**config.mk**
```make
export PLATFORM = sky130hd
export DESIGN_NAME = dm_port_arbiter
export DESIGN_NICKNAME = d
export VERILOG_FILES = /design/src/rtl/dm_port_arbiter.sv
export SDC_FILE = /design/constraint.sdc
export NUM_CORES = 1
export LEC_CHECK = 0
export ABC_AREA = 0
export CAP_MARGIN = 20
export CORE_AREA = 3 3 116 118
export DETAILED_ROUTE_END_ITERATION = 12
export DIE_AREA = 0 0 119 121
export GPL_TIMING_DRIVEN = 0
export HOLD_SLACK_MARGIN = 0.12
export PLACE_DENSITY = 0.59
export SETUP_SLACK_MARGIN = 0.02
export SLEW_MARGIN = 10
export SYNTH_ARGS = -nofsm -noshare
export SYNTH_HDL_FRONTEND = slang
export SYNTH_SLANG_ARGS = --single-unit
export TNS_END_PERCENT = 50
```
**constraint.sdc**
```tcl
create_clock -name clk -period 2.9 [get_ports clk]
set_input_delay 0.435 -clock clk [delete_from_list [all_inputs] [get_ports clk]]
set_output_delay 0.435 -clock clk [all_outputs]
set_load 0.01 [all_outputs]
```
**src/rtl/dm_port_arbiter.sv**
```systemverilog
// dm_port_arbiter
// Shares the single-port data memory (async read, write on posedge) between the
// CPU M-stage and a DMA/loader port. The registered grant FSM gives one word
// access per grant cycle. The CPU has fixed priority, and a starvation guard lets
// a losing DMA requester win eventually.
// Optional multi-beat DMA grants are enabled by defining DM_ARB_BURST_EN.
//
// state | meaning
// IDLE  | no grant; mem_* driven to 0
// CPU   | CPU port owns the memory this cycle (cpu_ack = cpu_req)
// DMA   | DMA port owns the memory this cycle (dma_ack = dma_req); with bursts, held for beats+1 cycles

module dm_port_arbiter #(
  parameter int ADDR_W       = 32,
  parameter int DATA_W       = 32,
  parameter int STARVE_LIMIT = 4,
  parameter int MAX_BURST    = 8
) (
  input  logic              clk,
  input  logic              reset,
  input  logic              cpu_req,
  input  logic              cpu_we,
  input  logic [ADDR_W-1:0] cpu_addr,
  input  logic [DATA_W-1:0] cpu_wdata,
  output logic              cpu_ack,
  output logic [DATA_W-1:0] cpu_rdata,
  output logic              cpu_stall,
  input  logic              dma_req,
  input  logic              dma_we,
  input  logic [ADDR_W-1:0] dma_addr,
  input  logic [DATA_W-1:0] dma_wdata,
  input  logic [3:0]        dma_len,
  output logic              dma_ack,
  output logic [DATA_W-1:0] dma_rdata,
  output logic [ADDR_W-1:0] mem_addr,
  output logic [DATA_W-1:0] mem_wdata,
  output logic              mem_we,
  input  logic [DATA_W-1:0] mem_rdata,
  output logic [1:0]        owner
);

  typedef enum logic [1:0] {IDLE = 2'd0, CPU = 2'd1, DMA = 2'd2} grantState;

  // The starvation guard counts down from STARVE_LIMIT; reaching zero means DMA
  // has lost STARVE_LIMIT consecutive cycles.
  localparam int STW = $clog2(STARVE_LIMIT + 1);
  localparam logic [STW-1:0] STARVE_INIT = STW'(STARVE_LIMIT);

  grantState      state, stateNext;
  logic [STW-1:0] starveLeft, starveLeftNext;
  logic           cpuElig, dmaElig;

`ifdef DM_ARB_BURST_EN
  localparam logic [3:0] BEAT_MAX = 4'(MAX_BURST - 1);
  logic [3:0] beatsLeft, beatsLeftNext;
  logic [3:0] lenClamped;
  assign lenClamped = (dma_len > BEAT_MAX) ? BEAT_MAX : dma_len;
`else
  logic unusedCfg;
  assign unusedCfg = ^{dma_len, MAX_BURST > 1};
`endif

  // Grant register, starvation counter and burst beat counter
  always_ff @(posedge clk) begin
    if (!reset) begin
      state      <= IDLE;
      starveLeft <= STARVE_INIT;
`ifdef DM_ARB_BURST_EN
      beatsLeft  <= 4'd0;
`endif
    end else begin
      state      <= stateNext;
      starveLeft <= starveLeftNext;
`ifdef DM_ARB_BURST_EN
      beatsLeft  <= beatsLeftNext;
`endif
    end
  end

  // Next grant: the port served this cycle is masked so it must re-arbitrate
  always_comb begin
    stateNext      = IDLE;
    starveLeftNext = starveLeft;
    cpuElig        = cpu_req && (state != CPU);
    dmaElig        = dma_req && (state != DMA);

    if (!dma_req || state == DMA) begin
      starveLeftNext = STARVE_INIT;
    end else if (starveLeft != '0) begin
      starveLeftNext = starveLeft - 1'b1;
    end

`ifdef DM_ARB_BURST_EN
    beatsLeftNext = beatsLeft;
    if (state == DMA && dma_req && beatsLeft != 4'd0) begin
      stateNext     = DMA;
      beatsLeftNext = beatsLeft - 4'd1;
    end else begin
      beatsLeftNext = 4'd0;
      if (cpuElig && dmaElig) begin
        stateNext = (starveLeft == '0) ? DMA : CPU;
      end else if (cpuElig) begin
        stateNext = CPU;
      end else if (dmaElig) begin
        stateNext = DMA;
      end
      if (stateNext == DMA) begin
        beatsLeftNext = lenClamped;
      end
    end
`else
    if (cpuElig && dmaElig) begin
      stateNext = (starveLeft == '0) ? DMA : CPU;
    end else if (cpuElig) begin
      stateNext = CPU;
    end else if (dmaElig) begin
      stateNext = DMA;
    end
`endif
  end

  // Memory-side mux and acks; everything is quiet while reset is held
  always_comb begin
    cpu_ack   = 1'b0;
    dma_ack   = 1'b0;
    mem_addr  = '0;
    mem_wdata = '0;
    mem_we    = 1'b0;
    case (state)
      CPU: begin
        mem_addr  = cpu_addr;
        mem_wdata = cpu_wdata;
        cpu_ack   = reset && cpu_req;
        mem_we    = reset && cpu_req && cpu_we;
      end
      DMA: begin
        mem_addr  = dma_addr;
        mem_wdata = dma_wdata;
        dma_ack   = reset && dma_req;
        mem_we    = reset && dma_req && dma_we;
      end
      default: ;
    endcase
  end

  assign cpu_rdata = cpu_ack ? mem_rdata : '0;
  assign dma_rdata = dma_ack ? mem_rdata : '0;
  assign cpu_stall = cpu_req && !cpu_ack;
  assign owner     = reset ? state : 2'd0;

endmodule

```
==> results of run 1 <==
## what timing repair did
item,CTS,global route
resized for setup,0,1
hold buffers,0,0
setup endpoints to repair,0,2
## power by group
part	leakage (nW)	total (mW)	switching, mW	internal [mW]
sequential	0.0413	0.0781	0.00342	0.0746
clock	0.0382	0.232	0.0498	0.183
combinational	1.70	0.557	0.214	0.343
total	1.78	0.867	0.267	0.600
## worst max-delay path, cell delays in order (launching register included)
cell	delay, ns
dfxtp_1	0.34
inv_1	0.07
ha_1	0.29
buf_2	0.25
buf_1	0.43
nor2_1	0.12
clkdlybuf4s50_1	0.51
## sequential cells by signal (all words and copies together) (netlist names)
signal	flops
starveLeft	3
state	2
## synth_stat cells, types with 2 or more instances
master,instances,share of area
and3_1,2,0.0078
a21oi_1,2,0.0062
a22oi_1,65,0.30
nor2_1,68,0.16
ha_1,5,0.039
buf_2,14,0.043
inv_1,6,0.014
and2_1,66,0.26
dfxtp_1,5,0.062
buf_6,8,0.056
buf_1,5,0.012
## area by class of cell
type | count | area share
timing repair buffer | 299 | 0.611
multi-input combinational | 216 | 0.265
tap | 172 | 0.0439
buffer | 29 | 0.0391
sequential | 5 | 0.0204
clock buffer | 4 | 0.0161
inverter | 6 | 0.00460
## cells by family after synthesis
kind of cell,share of synthesized area
adder cells (fa/ha/maj),0.0388
XOR/XNOR,0.00543
AND/OR/NAND/NOR,0.434
buffers and inverters,0.132
AO/OA/AOI/OAI,0.327
flip-flops,0.0621
## metal layers
layer / part of all wire / vias up
li1: - / 1492
met1: 0.39 / 1336
met2: 0.51 / 167
met3: 0.086 / 12
met4: 0.011 / 0
met5: 0 / -
## final timing paths
| kind | start | end | slack (ns) | cells past startpoint |
|---|---|---|---|---|
| max | state[0]$_SDFF_PN0_ | mem_addr[21] | 0.23 | 6 |
| min | starveLeft[2]$_SDFFE_PP1N_ | starveLeft[2]$_SDFFE_PP1N_ | 0.48 | 2 |
| max reg2reg | state[0]$_SDFF_PN0_ | starveLeft[1]$_SDFFE_PP0N_ | 1.64 | 4 |
| min reg2reg | starveLeft[2]$_SDFFE_PP1N_ | starveLeft[2]$_SDFFE_PP1N_ | 0.48 | 2 |
## stage by stage
step                      power [mW]  std cells  worst slack, ns  hold WS [ns]
final                          0.867        731            0.231         0.480
after global routing           0.921        731           0.0253         0.517
after CTS                      0.876        731            0.144         0.480
after detailed placement       0.638        727            0.284         0.471
after global placement         0.633        727            0.314         0.472
after floorplan                0.259        256             1.25         0.450
==> qor.csv, run 1 <==
stage,metric,value,unit
routing,remaining antenna violation count,0,
finish,fill count,1312,
sta,Max Clk Rate,375,MHz
floorplanning,num rows,41,
cts,CTS Root Cell,clkbuf_16,
finish,share of cells above drive strength 1,0.0483,
worst_setup_path,Setup crit end kind,output pin,
worst_setup_path,Worst setup SP type,flop,
finish,area of all placed cells without fillers,0.00490,sq mm
routing,number of DRC markers in iteration 0,116,
cts,H-tree depth,1,
grt,largest net degree at the start of global routing,11,
logic_synthesis,async set-reset flop share out of synthesis,0,
pwr,Pwr Density,177,mW/mm^2
cts,Setup Buffers After CTS,0,
floorplanning,I/O pin cnt,304,
cts,clk slew on worst S/H paths,0.03,ns
sta,Setup TNS Final,0,ns
grt,GRT Total Usage,0.143,
pwr,leakage power,1.78,nW
sta,Clock Skews,0.00139,ns
logic_synthesis,Yosys reg bits,5,
grt,initial antenna violation count,0,
finish,Layout Utilization,0.390,
floorplanning,die height,121,microns
routing,vias per cell,4.11,
finish,# diodes,0,
logic_synthesis,post-synthesis sequential area ratio,0.0621,
logic_synthesis,Synth Flop Type,dfxtp_1,
routing,post-DR wirelength/cell,15.8,microns
grt,met1 GRT Util,0.169,
worst_setup_path,CP arrival,2.23,ns
logic_synthesis,Mapped Avg Cell Area,6.30,sq um
routing,DRC,0,
sta,fin crit period,2.67,ns
sta,fin crit share,0.920,
finish,layout net count,735,
sta,Final Hold Fails,0,
finish,Layout area overhead,204,%
sta,Least-Margin Pin Slew,0.688,ns
grt,global-route wire length before repair,16700,microns
logic_synthesis,Synth warnings,0,
finish,"commonest non-fill, non-tap cell in the layout",clkdlybuf4s50_1,
routing,drt first pass iters,4,
placed_design,DP HPWL,9610,microns
grt,vias in the first global route,3037,
grt,busiest grt layer,met2,
finish,footprint of the multi-input gates,0.00130,sq mm
logic_synthesis,Synth Net Count,431,
sta,Pins Over Slew Limit,0,
grt,met2 Use GR,0.262,
logic_synthesis,Mapped Area,0.00161,sq mm
floorplanning,Die X,119,microns
floorplanning,Initial Util,0.128,
grt,GR Layer Usage met3,0.0406,
finish,most frequent cells in the layout,"299 x clkdlybuf4s50_1, 68 x nor2_1, 66 x and2_1",
sta,final setup fails,0,
placed_design,IO Port Bufs,299,
routing,total routed wirelength,11500,microns
floorplanning,die area,0.0144,sq mm
logic_synthesis,Post-Synthesis Cells,256,
placed_design,placed cell areas,0.00482,sq mm
pwr,Max rail drop VDD,0.000261,V
placed_design,gpl congestion,0.817,
finish,Storage cell area,100,sq um
sta,slew margin rel.,0.541,
floorplanning,Core Footprint,0.0126,sq mm
cts,CTS tree,built,
worst_setup_path,kind of critical path,flop to output pin,
cts,CTS buffer count,3,
sta,unrepaired setup endpoints after global routing,false,
cts,clk_lat worst skew,0.23,ns
grt,grt total ovfl,0,
hold_path,HP Class,flop to flop,
status,outcome,"finished, final reports clean",
job,max_cap viols,0,
worst_setup_path,WP data required,2.47,ns
cts,Clock Path Buffers,2,
cts,clk sink count,5,
logic_synthesis,Yosys cell types,21,
logic_synthesis,Post-synth EDFFs,0,
worst_setup_path,Critical Path Fanout Max,10,
routing,Via Count,3007,
Power figures use the tool's default switching activity.
==> run 2: changes to the inputs <==
- CTS_CLUSTER_SIZE: unset -> 12
==> results of run 2 <==
No change in the layout: final DEF, timing and power equal those of run 1.
